[config.mk]
export PLATFORM = sky130hd
export DESIGN_NAME = vx_afu_ctrl_regs
export DESIGN_NICKNAME = d
export VERILOG_FILES = /design/src/rtl/vx_afu_ctrl_regs.sv
export SDC_FILE = /design/constraint.sdc
export NUM_CORES = 1
export LEC_CHECK = 0
export ABC_CLOCK_PERIOD_IN_PS = 14200
export BUFFER_PORTS_ARGS = -buffer_cell sky130_fd_sc_hd__buf_2
export CAP_MARGIN = 10
export CORE_MARGIN = 1
export CORE_UTILIZATION = 58
export CTS_CLUSTER_SIZE = 10
export DETAILED_ROUTE_END_ITERATION = 8
export GPL_TIMING_DRIVEN = 0
export HOLD_SLACK_MARGIN = 0.12
export PLACE_DENSITY = 0.93
export SLEW_MARGIN = 20
export SYNTH_ARGS = -nofsm -noshare
export SYNTH_HDL_FRONTEND = slang
export SYNTH_SLANG_ARGS = --single-unit
[constraint.sdc]
create_clock -name clk -period 14.2 [get_ports clk]
set_input_delay 1.42 -clock clk [delete_from_list [all_inputs] [get_ports clk]]
set_output_delay 1.42 -clock clk [all_outputs]
set_load 0.01 [all_outputs]
[src/rtl/vx_afu_ctrl_regs.sv]
// AXI4-Lite control slave for the XRT AFU: kernel start/done/idle
// handshake, maskable interrupt, DCR write channel and per-bank base regs.
// Ports:
//   clk, reset        clock, async active-high reset
//   s_axi_ctrl_*      AXI4-Lite slave (AW/W/B/AR/R), OKAY responses only
//   ap_start/ap_ready/ap_done/ap_idle  kernel control handshake
//   mem_base          NUM_BANKS x 64-bit base addresses, bank i at [64i+:64]
//   dcr_wr_valid/addr/data  one-cycle DCR write strobe with payload
//   interrupt         registered level interrupt
module vx_afu_ctrl_regs #(
    parameter int ADDR_WIDTH = 8,
    parameter int DATA_WIDTH = 32,
    parameter int NUM_BANKS  = 1
) (
    input  logic                      clk,
    input  logic                      reset,
    input  logic                      s_axi_ctrl_awvalid,
    output logic                      s_axi_ctrl_awready,
    input  logic [ADDR_WIDTH-1:0]     s_axi_ctrl_awaddr,
    input  logic                      s_axi_ctrl_wvalid,
    output logic                      s_axi_ctrl_wready,
    input  logic [DATA_WIDTH-1:0]     s_axi_ctrl_wdata,
    input  logic [DATA_WIDTH/8-1:0]   s_axi_ctrl_wstrb,
    output logic                      s_axi_ctrl_bvalid,
    input  logic                      s_axi_ctrl_bready,
    output logic [1:0]                s_axi_ctrl_bresp,
    input  logic                      s_axi_ctrl_arvalid,
    output logic                      s_axi_ctrl_arready,
    input  logic [ADDR_WIDTH-1:0]     s_axi_ctrl_araddr,
    output logic                      s_axi_ctrl_rvalid,
    input  logic                      s_axi_ctrl_rready,
    output logic [DATA_WIDTH-1:0]     s_axi_ctrl_rdata,
    output logic [1:0]                s_axi_ctrl_rresp,
    output logic                      ap_start,
    input  logic                      ap_ready,
    input  logic                      ap_done,
    input  logic                      ap_idle,
    output logic [NUM_BANKS*64-1:0]   mem_base,
    output logic                      dcr_wr_valid,
    output logic [31:0]               dcr_wr_addr,
    output logic [31:0]               dcr_wr_data,
    output logic                      interrupt
);

    if (DATA_WIDTH != 32) begin : g_width_check
        $error("vx_afu_ctrl_regs: only DATA_WIDTH = 32 is supported");
    end

    localparam logic [ADDR_WIDTH-1:0] A_CTRL     = ADDR_WIDTH'('h00);
    localparam logic [ADDR_WIDTH-1:0] A_GIE      = ADDR_WIDTH'('h04);
    localparam logic [ADDR_WIDTH-1:0] A_IER      = ADDR_WIDTH'('h08);
    localparam logic [ADDR_WIDTH-1:0] A_ISR      = ADDR_WIDTH'('h0C);
    localparam logic [ADDR_WIDTH-1:0] A_DCR_ADDR = ADDR_WIDTH'('h10);
    localparam logic [ADDR_WIDTH-1:0] A_DCR_DATA = ADDR_WIDTH'('h14);

    typedef enum logic {W_IDLE, W_RESP} wstate_t;
    typedef enum logic {R_IDLE, R_DATA} rstate_t;

    wstate_t                   wstate;
    rstate_t                   rstate;
    logic                      aw_held;
    logic                      w_held;
    logic [ADDR_WIDTH-1:0]     awaddr_q;
    logic [DATA_WIDTH-1:0]     wdata_q;
    logic [DATA_WIDTH/8-1:0]   wstrb_q;
    logic                      rd_ctrl;

    logic                      done_s;
    logic                      ready_s;
    logic                      auto_restart;
    logic                      gie;
    logic [1:0]                ier;
    logic [1:0]                isr;
    logic [31:0]               base_lo [NUM_BANKS];
    logic [31:0]               base_hi [NUM_BANKS];

    logic                      do_write;
    logic                      wr_ctrl;
    logic                      ctrl_rd_done;
    logic [1:0]                isr_tog;
    logic [DATA_WIDTH-1:0]     rd_mux;

    function automatic logic [ADDR_WIDTH-1:0] lo_addr(input int i);
        return ADDR_WIDTH'(32 + 8 * i);
    endfunction

    function automatic logic [ADDR_WIDTH-1:0] hi_addr(input int i);
        return ADDR_WIDTH'(36 + 8 * i);
    endfunction

    function automatic logic [31:0] merge(input logic [31:0] old,
                                          input logic [31:0] d,
                                          input logic [3:0]  s);
        logic [31:0] r;
        r = old;
        for (int b = 0; b < 4; b++)
            if (s[b]) r[8*b +: 8] = d[8*b +: 8];
        return r;
    endfunction

    assign s_axi_ctrl_awready = !aw_held;
    assign s_axi_ctrl_wready  = !w_held;
    assign s_axi_ctrl_arready = (rstate == R_IDLE);
    assign s_axi_ctrl_bresp   = 2'b00;
    assign s_axi_ctrl_rresp   = 2'b00;

    // The update fires on the single cycle both beats are held in W_IDLE.
    assign do_write     = (wstate == W_IDLE) && aw_held && w_held;
    assign wr_ctrl      = do_write && (awaddr_q == A_CTRL);
    assign ctrl_rd_done = (rstate == R_DATA) && s_axi_ctrl_rready && rd_ctrl;
    assign isr_tog      = (do_write && awaddr_q == A_ISR && wstrb_q[0])
                        ? wdata_q[1:0] : 2'b00;

    for (genvar g = 0; g < NUM_BANKS; g++) begin : g_base
        assign mem_base[64*g +: 64] = {base_hi[g], base_lo[g]};
    end

    always_ff @(posedge clk or posedge reset) begin
        if (reset) begin
            wstate            <= W_IDLE;
            aw_held           <= 1'b0;
            w_held            <= 1'b0;
            awaddr_q          <= '0;
            wdata_q           <= '0;
            wstrb_q           <= '0;
            s_axi_ctrl_bvalid <= 1'b0;
        end else begin
            case (wstate)
                W_IDLE: begin
                    if (s_axi_ctrl_awvalid && !aw_held) begin
                        aw_held  <= 1'b1;
                        awaddr_q <= s_axi_ctrl_awaddr;
                    end
                    if (s_axi_ctrl_wvalid && !w_held) begin
                        w_held  <= 1'b1;
                        wdata_q <= s_axi_ctrl_wdata;
                        wstrb_q <= s_axi_ctrl_wstrb;
                    end
                    if (aw_held && w_held) begin
                        wstate            <= W_RESP;
                        s_axi_ctrl_bvalid <= 1'b1;
                    end
                end
                W_RESP: begin
                    if (s_axi_ctrl_bready) begin
                        wstate            <= W_IDLE;
                        s_axi_ctrl_bvalid <= 1'b0;
                        aw_held           <= 1'b0;
                        w_held            <= 1'b0;
                    end
                end
                default: wstate <= W_IDLE;
            endcase
        end
    end

    always_comb begin
        rd_mux = '0;
        if (s_axi_ctrl_araddr == A_CTRL)
            rd_mux = {24'b0, auto_restart, 3'b0,
                      ready_s, ap_idle, done_s, ap_start};
        if (s_axi_ctrl_araddr == A_GIE)      rd_mux = {31'b0, gie};
        if (s_axi_ctrl_araddr == A_IER)      rd_mux = {30'b0, ier};
        if (s_axi_ctrl_araddr == A_ISR)      rd_mux = {30'b0, isr};
        if (s_axi_ctrl_araddr == A_DCR_ADDR) rd_mux = dcr_wr_addr;
        if (s_axi_ctrl_araddr == A_DCR_DATA) rd_mux = dcr_wr_data;
        for (int i = 0; i < NUM_BANKS; i++) begin
            if (s_axi_ctrl_araddr == lo_addr(i)) rd_mux = base_lo[i];
            if (s_axi_ctrl_araddr == hi_addr(i)) rd_mux = base_hi[i];
        end
    end

    always_ff @(posedge clk or posedge reset) begin
        if (reset) begin
            rstate            <= R_IDLE;
            s_axi_ctrl_rvalid <= 1'b0;
            s_axi_ctrl_rdata  <= '0;
            rd_ctrl           <= 1'b0;
        end else begin
            case (rstate)
                R_IDLE: begin
                    if (s_axi_ctrl_arvalid) begin
                        rstate            <= R_DATA;
                        s_axi_ctrl_rvalid <= 1'b1;
                        s_axi_ctrl_rdata  <= rd_mux;
                        rd_ctrl <= (s_axi_ctrl_araddr == A_CTRL);
                    end
                end
                R_DATA: begin
                    if (s_axi_ctrl_rready) begin
                        rstate            <= R_IDLE;
                        s_axi_ctrl_rvalid <= 1'b0;
                    end
                end
                default: rstate <= R_IDLE;
            endcase
        end
    end

    always_ff @(posedge clk or posedge reset) begin
        if (reset) begin
            ap_start     <= 1'b0;
            done_s       <= 1'b0;
            ready_s      <= 1'b0;
            auto_restart <= 1'b0;
            gie          <= 1'b0;
            ier          <= 2'b00;
            isr          <= 2'b00;
            interrupt    <= 1'b0;
            dcr_wr_valid <= 1'b0;
            dcr_wr_addr  <= '0;
            dcr_wr_data  <= '0;
            for (int i = 0; i < NUM_BANKS; i++) begin
                base_lo[i] <= '0;
                base_hi[i] <= '0;
            end
        end else begin
            dcr_wr_valid <= do_write && (awaddr_q == A_DCR_DATA);
            if (do_write && awaddr_q == A_GIE && wstrb_q[0])
                gie <= wdata_q[0];
            if (do_write && awaddr_q == A_IER && wstrb_q[0])
                ier <= wdata_q[1:0];
            if (do_write && awaddr_q == A_DCR_ADDR)
                dcr_wr_addr <= merge(dcr_wr_addr, wdata_q, wstrb_q);
            if (do_write && awaddr_q == A_DCR_DATA)
                dcr_wr_data <= merge(dcr_wr_data, wdata_q, wstrb_q);
            if (wr_ctrl && wstrb_q[0])
                auto_restart <= wdata_q[7];
            for (int i = 0; i < NUM_BANKS; i++) begin
                if (do_write && awaddr_q == lo_addr(i))
                    base_lo[i] <= merge(base_lo[i], wdata_q, wstrb_q);
                if (do_write && awaddr_q == hi_addr(i))
                    base_hi[i] <= merge(base_hi[i], wdata_q, wstrb_q);
            end

            // Events are ORed after the toggle so they always win.
            isr <= (isr ^ isr_tog) | ({ap_ready, ap_done} & ier);

            if (ap_done)           done_s <= 1'b1;
            else if (ctrl_rd_done) done_s <= 1'b0;
            if (ap_ready)          ready_s <= 1'b1;
            else if (ctrl_rd_done) ready_s <= 1'b0;

            if (ap_ready) ap_start <= 1'b0;
            if (auto_restart && ap_done) ap_start <= 1'b1;
            if (wr_ctrl && wstrb_q[0] && wdata_q[0] && ap_idle)
                ap_start <= 1'b1;

            interrupt <= gie & |(ier & isr);
        end
    end

endmodule
==> flow_summary.yaml <==
status:
  status: "completed"
clocking:
  ctsRootBufferMaster: "clkbuf_16"
  numCtsBuffers: 26
  cts_resized: 0
  cts_tree: "built"
  clkTransAtPathRegs_ns: 0.05
  clock-sinks: 222
  postCtsHoldBufs: 0
  htree_levels: 1
  cts_post_setup_buffers_inserted: 0
  clock_latency_ns: 0.52
  cts_max_path_buffers: 3
cells_and_area:
  drive_gt1_share_pct: 48.9
  seqCellArea_mm2: 0.00556
  multiInputGateArea_mm2: 0.00395
  fillers: 1123
  n_antenna_cell: 0
  final_area_mm2: 0.0120
  fin_nets: 1036
  synthToLayoutAreaGrowth_pct: 22.6
routing:
  avgRoutedWirePerCell_um: 22.5
  dr.pass1.iters: 7
  routed_wl_um: 26900
  dr.first_iter.drc_count: 692
  vias: 7269
  ant_nets: 0
  drc: 0
  via_per_inst: 6.07
synth:
  synth_edf_count: 0
  synth_seq_cells: 222
  synth_area_mm2: 0.00977
  syn_area_per_cell_um2: 13.7
  netlist_instances: 713
  synthFlopType: "dfrtp_1"
  async_reset_ff_share_pct: 100
  ys_seq_area_share_pct: 56.8
  synth_cell_types: 47
  yosysWarningCount: 0
place:
  dpl.hpwl_um: 18400
  dpl-instance-area_mm2: 0.0113
  place_congestion: 0.861
  port_buffers: 228
timing:
  hold_violations: 0
  min_period_ns: 2.96
  tns_ns: 0
  rsz0062_at_grt: "no"
  setup-violations-final: 0
  period_share_pct: 20.9
  relSlewSlack_pct: 45.7
  drv_slew: 0
  worst_pin_slew_ns: 0.815
  worst_clock_skew_ns: 0.00807
  clock.fmax_mhz: 338
die:
  rows: 47
  die_h_um: 132
  die_x_um: 132
  start_util_pct: 59.1
  dieArea_mm2: 0.0174
  core_area_mm2: 0.0165
  io_pins: 234
critical_path:
  reg2reg_depth: 5
  arrival_ns: 3.39
  r2r_slack_ns: 11.99
  cp_max_fo: 10
  critPathLaunchType: "input pin"
  timing.rr.start: "awaddr_q[0]"
  required_ns: 14.63
  rr_endpoint: "dcr_wr_data[6]"
  critical_path_class: "in -> reg"
  critPathCaptureType: "flop"
pwr:
  vdd_ir_drop_max_uv: 131
  p_per_area_mw_per_mm2: 163
  power.leakage_nw: 6.37
  power_mw: 1.95
global_routing:
  grt_usage_pct: 31.3
  grt_max_degree: 100
  overflow: 0
  antenna_found_initial: 1
  first_global_vias: 7529
  grt_pass1_wl_um: 41700
worst_hold_path:
  min_to: "done_s"
  hold_start: "done_s"
  hold_class: "reg -> reg"
  hold_path_depth: 1
run:
  cap_violations: 0
==> metal layers <==
layer / share of wire (%) / GRT usage (%) / up-vias / routed length, um
met2: 49 / 51.4 / 420 / 13200
met5: 0 / 0 / - / 0
met3: 8.2 / 5.50 / 70 / 2210
met4: 3.6 / 14.2 / 0 / 962
li1: - / - / 3142 / -
met1: 39 / 41.1 / 3637 / 10600
==> per-stage QoR <==
step	hold slack [ns]	setup WS (ns)	cells	util (%)
2_1_floorplan	0.441	6.70	716	-
3_3_place_gp	0.454	4.53	1164	67.8
3_5_place_dp	0.459	10.75	1166	68.2
4_1_cts	0.474	11.31	1198	72.5
5_1_grt	0.502	11.15	1198	72.5
6_report	0.472	11.24	1198	72.5
==> layout by cell type, fill, tap and decap left out, types with 7 or more instances in the layout <==
cell type / n
buf_2: 236
dfrtp_1: 222
mux2_2: 144
o21ai_0: 48
nand2_1: 41
mux2_4: 36
a21o_1: 30
a222oi_1: 29
clkbuf_16: 27
clkbuf_1: 24
o21ai_1: 16
nor2_1: 11
inv_1: 9
nand3_2: 8
nand2_8: 8
nand3_1: 7
==> kinds of logic (layout without fill, tap and decap cells) <==
| group | after synthesis | after routing | share of synthesized area, % |
|---|---|---|---|
| muxes | 182 | 182 | 22.3 |
| DFF | 222 | 222 | 56.8 |
| buffers and inverters | 54 | 316 | 2.89 |
| AOI/OAI and AO/OA | 145 | 145 | 10.1 |
| and+or+nand+nor | 109 | 109 | 7.78 |
| other | 1 | 4 | 0.0384 |
==> synthesized netlist by cell type, types with 2 or more instances <==
cell type	count	area, um2
and4bb_1	2	25.0
a222oi_1	29	290
mux2_2	144	1620
or4_1	2	15.0
nand3_2	8	80.1
o22ai_1	5	31.3
mux2_4	36	541
nor2b_1	4	25.0
buf_2	8	40.0
o21ai_0	48	240
a21oi_1	6	30.0
clkbuf_1	20	75.1
buf_1	5	18.8
nand3_1	7	35.0
mux2i_1	2	20.0
and3_1	3	18.8
a21o_1	30	225
or3_1	4	25.0
nand2b_1	5	31.3
nand2_1	41	154
dfrtp_1	222	5560
buf_4	4	30.0
a32oi_1	4	35.0
nor4b_1	2	17.5
inv_1	10	37.5
o21ai_1	16	80.1
nand4_1	2	12.5
buf_6	5	56.3
nand2_8	8	160
nor2_1	11	41.3
a22oi_1	2	15.0
o31ai_1	3	22.5
==> cell type report <==
| class | instances | area share (%) |
|---|---|---|
| Multi-Input combinational cell | 440 | 32.9 |
| Inverter | 10 | 0.376 |
| Timing Repair Buffer | 230 | 9.98 |
| Buffer | 44 | 2.05 |
| Tap cell | 220 | 2.30 |
| Clock buffer | 31 | 5.76 |
| Clock inverter | 1 | 0.251 |
| Sequential cell | 222 | 46.4 |
==> how the worst max path moves through the flow <==
stage / end / start / cells past startpoint
after floorplan: ap_start / reset / 1
after global placement: dcr_wr_data[10] / reset / 2
after detailed placement: s_axi_ctrl_rdata[13] / s_axi_ctrl_araddr[3] / 7
after CTS: s_axi_ctrl_rdata[13] / s_axi_ctrl_araddr[3] / 7
after global routing: s_axi_ctrl_rdata[5] / s_axi_ctrl_araddr[3] / 7
final: s_axi_ctrl_rdata[5] / s_axi_ctrl_araddr[3] / 7
==> sequential cells by signal, indices dropped and copies added, names as in the netlist, 2 cells and up <==
signal,cells
base_hi,32
base_lo,32
dcr_wr_addr,32
dcr_wr_data,32
s_axi_ctrl_rdata,32
wdata_q,32
awaddr_q,8
wstrb_q,4
ier,2
isr,2
==> worst max-delay path, cell delays in order <==
cell and delay (ns):
buf_2 0.14, or3_1 0.45, nor2_1 0.21, clkbuf_2 0.29, clkbuf_1 0.48, o21ai_0 0.22, o21ai_1 0.18
==> power breakdown <==
part	internal (mW)	switching, mW	leakage, nW	total (mW)
clock network	0.353	0.237	0.352	0.591
registers	0.777	0.150	2.96	0.927
logic	0.226	0.212	3.06	0.437
Power figures use the tool's default switching activity.
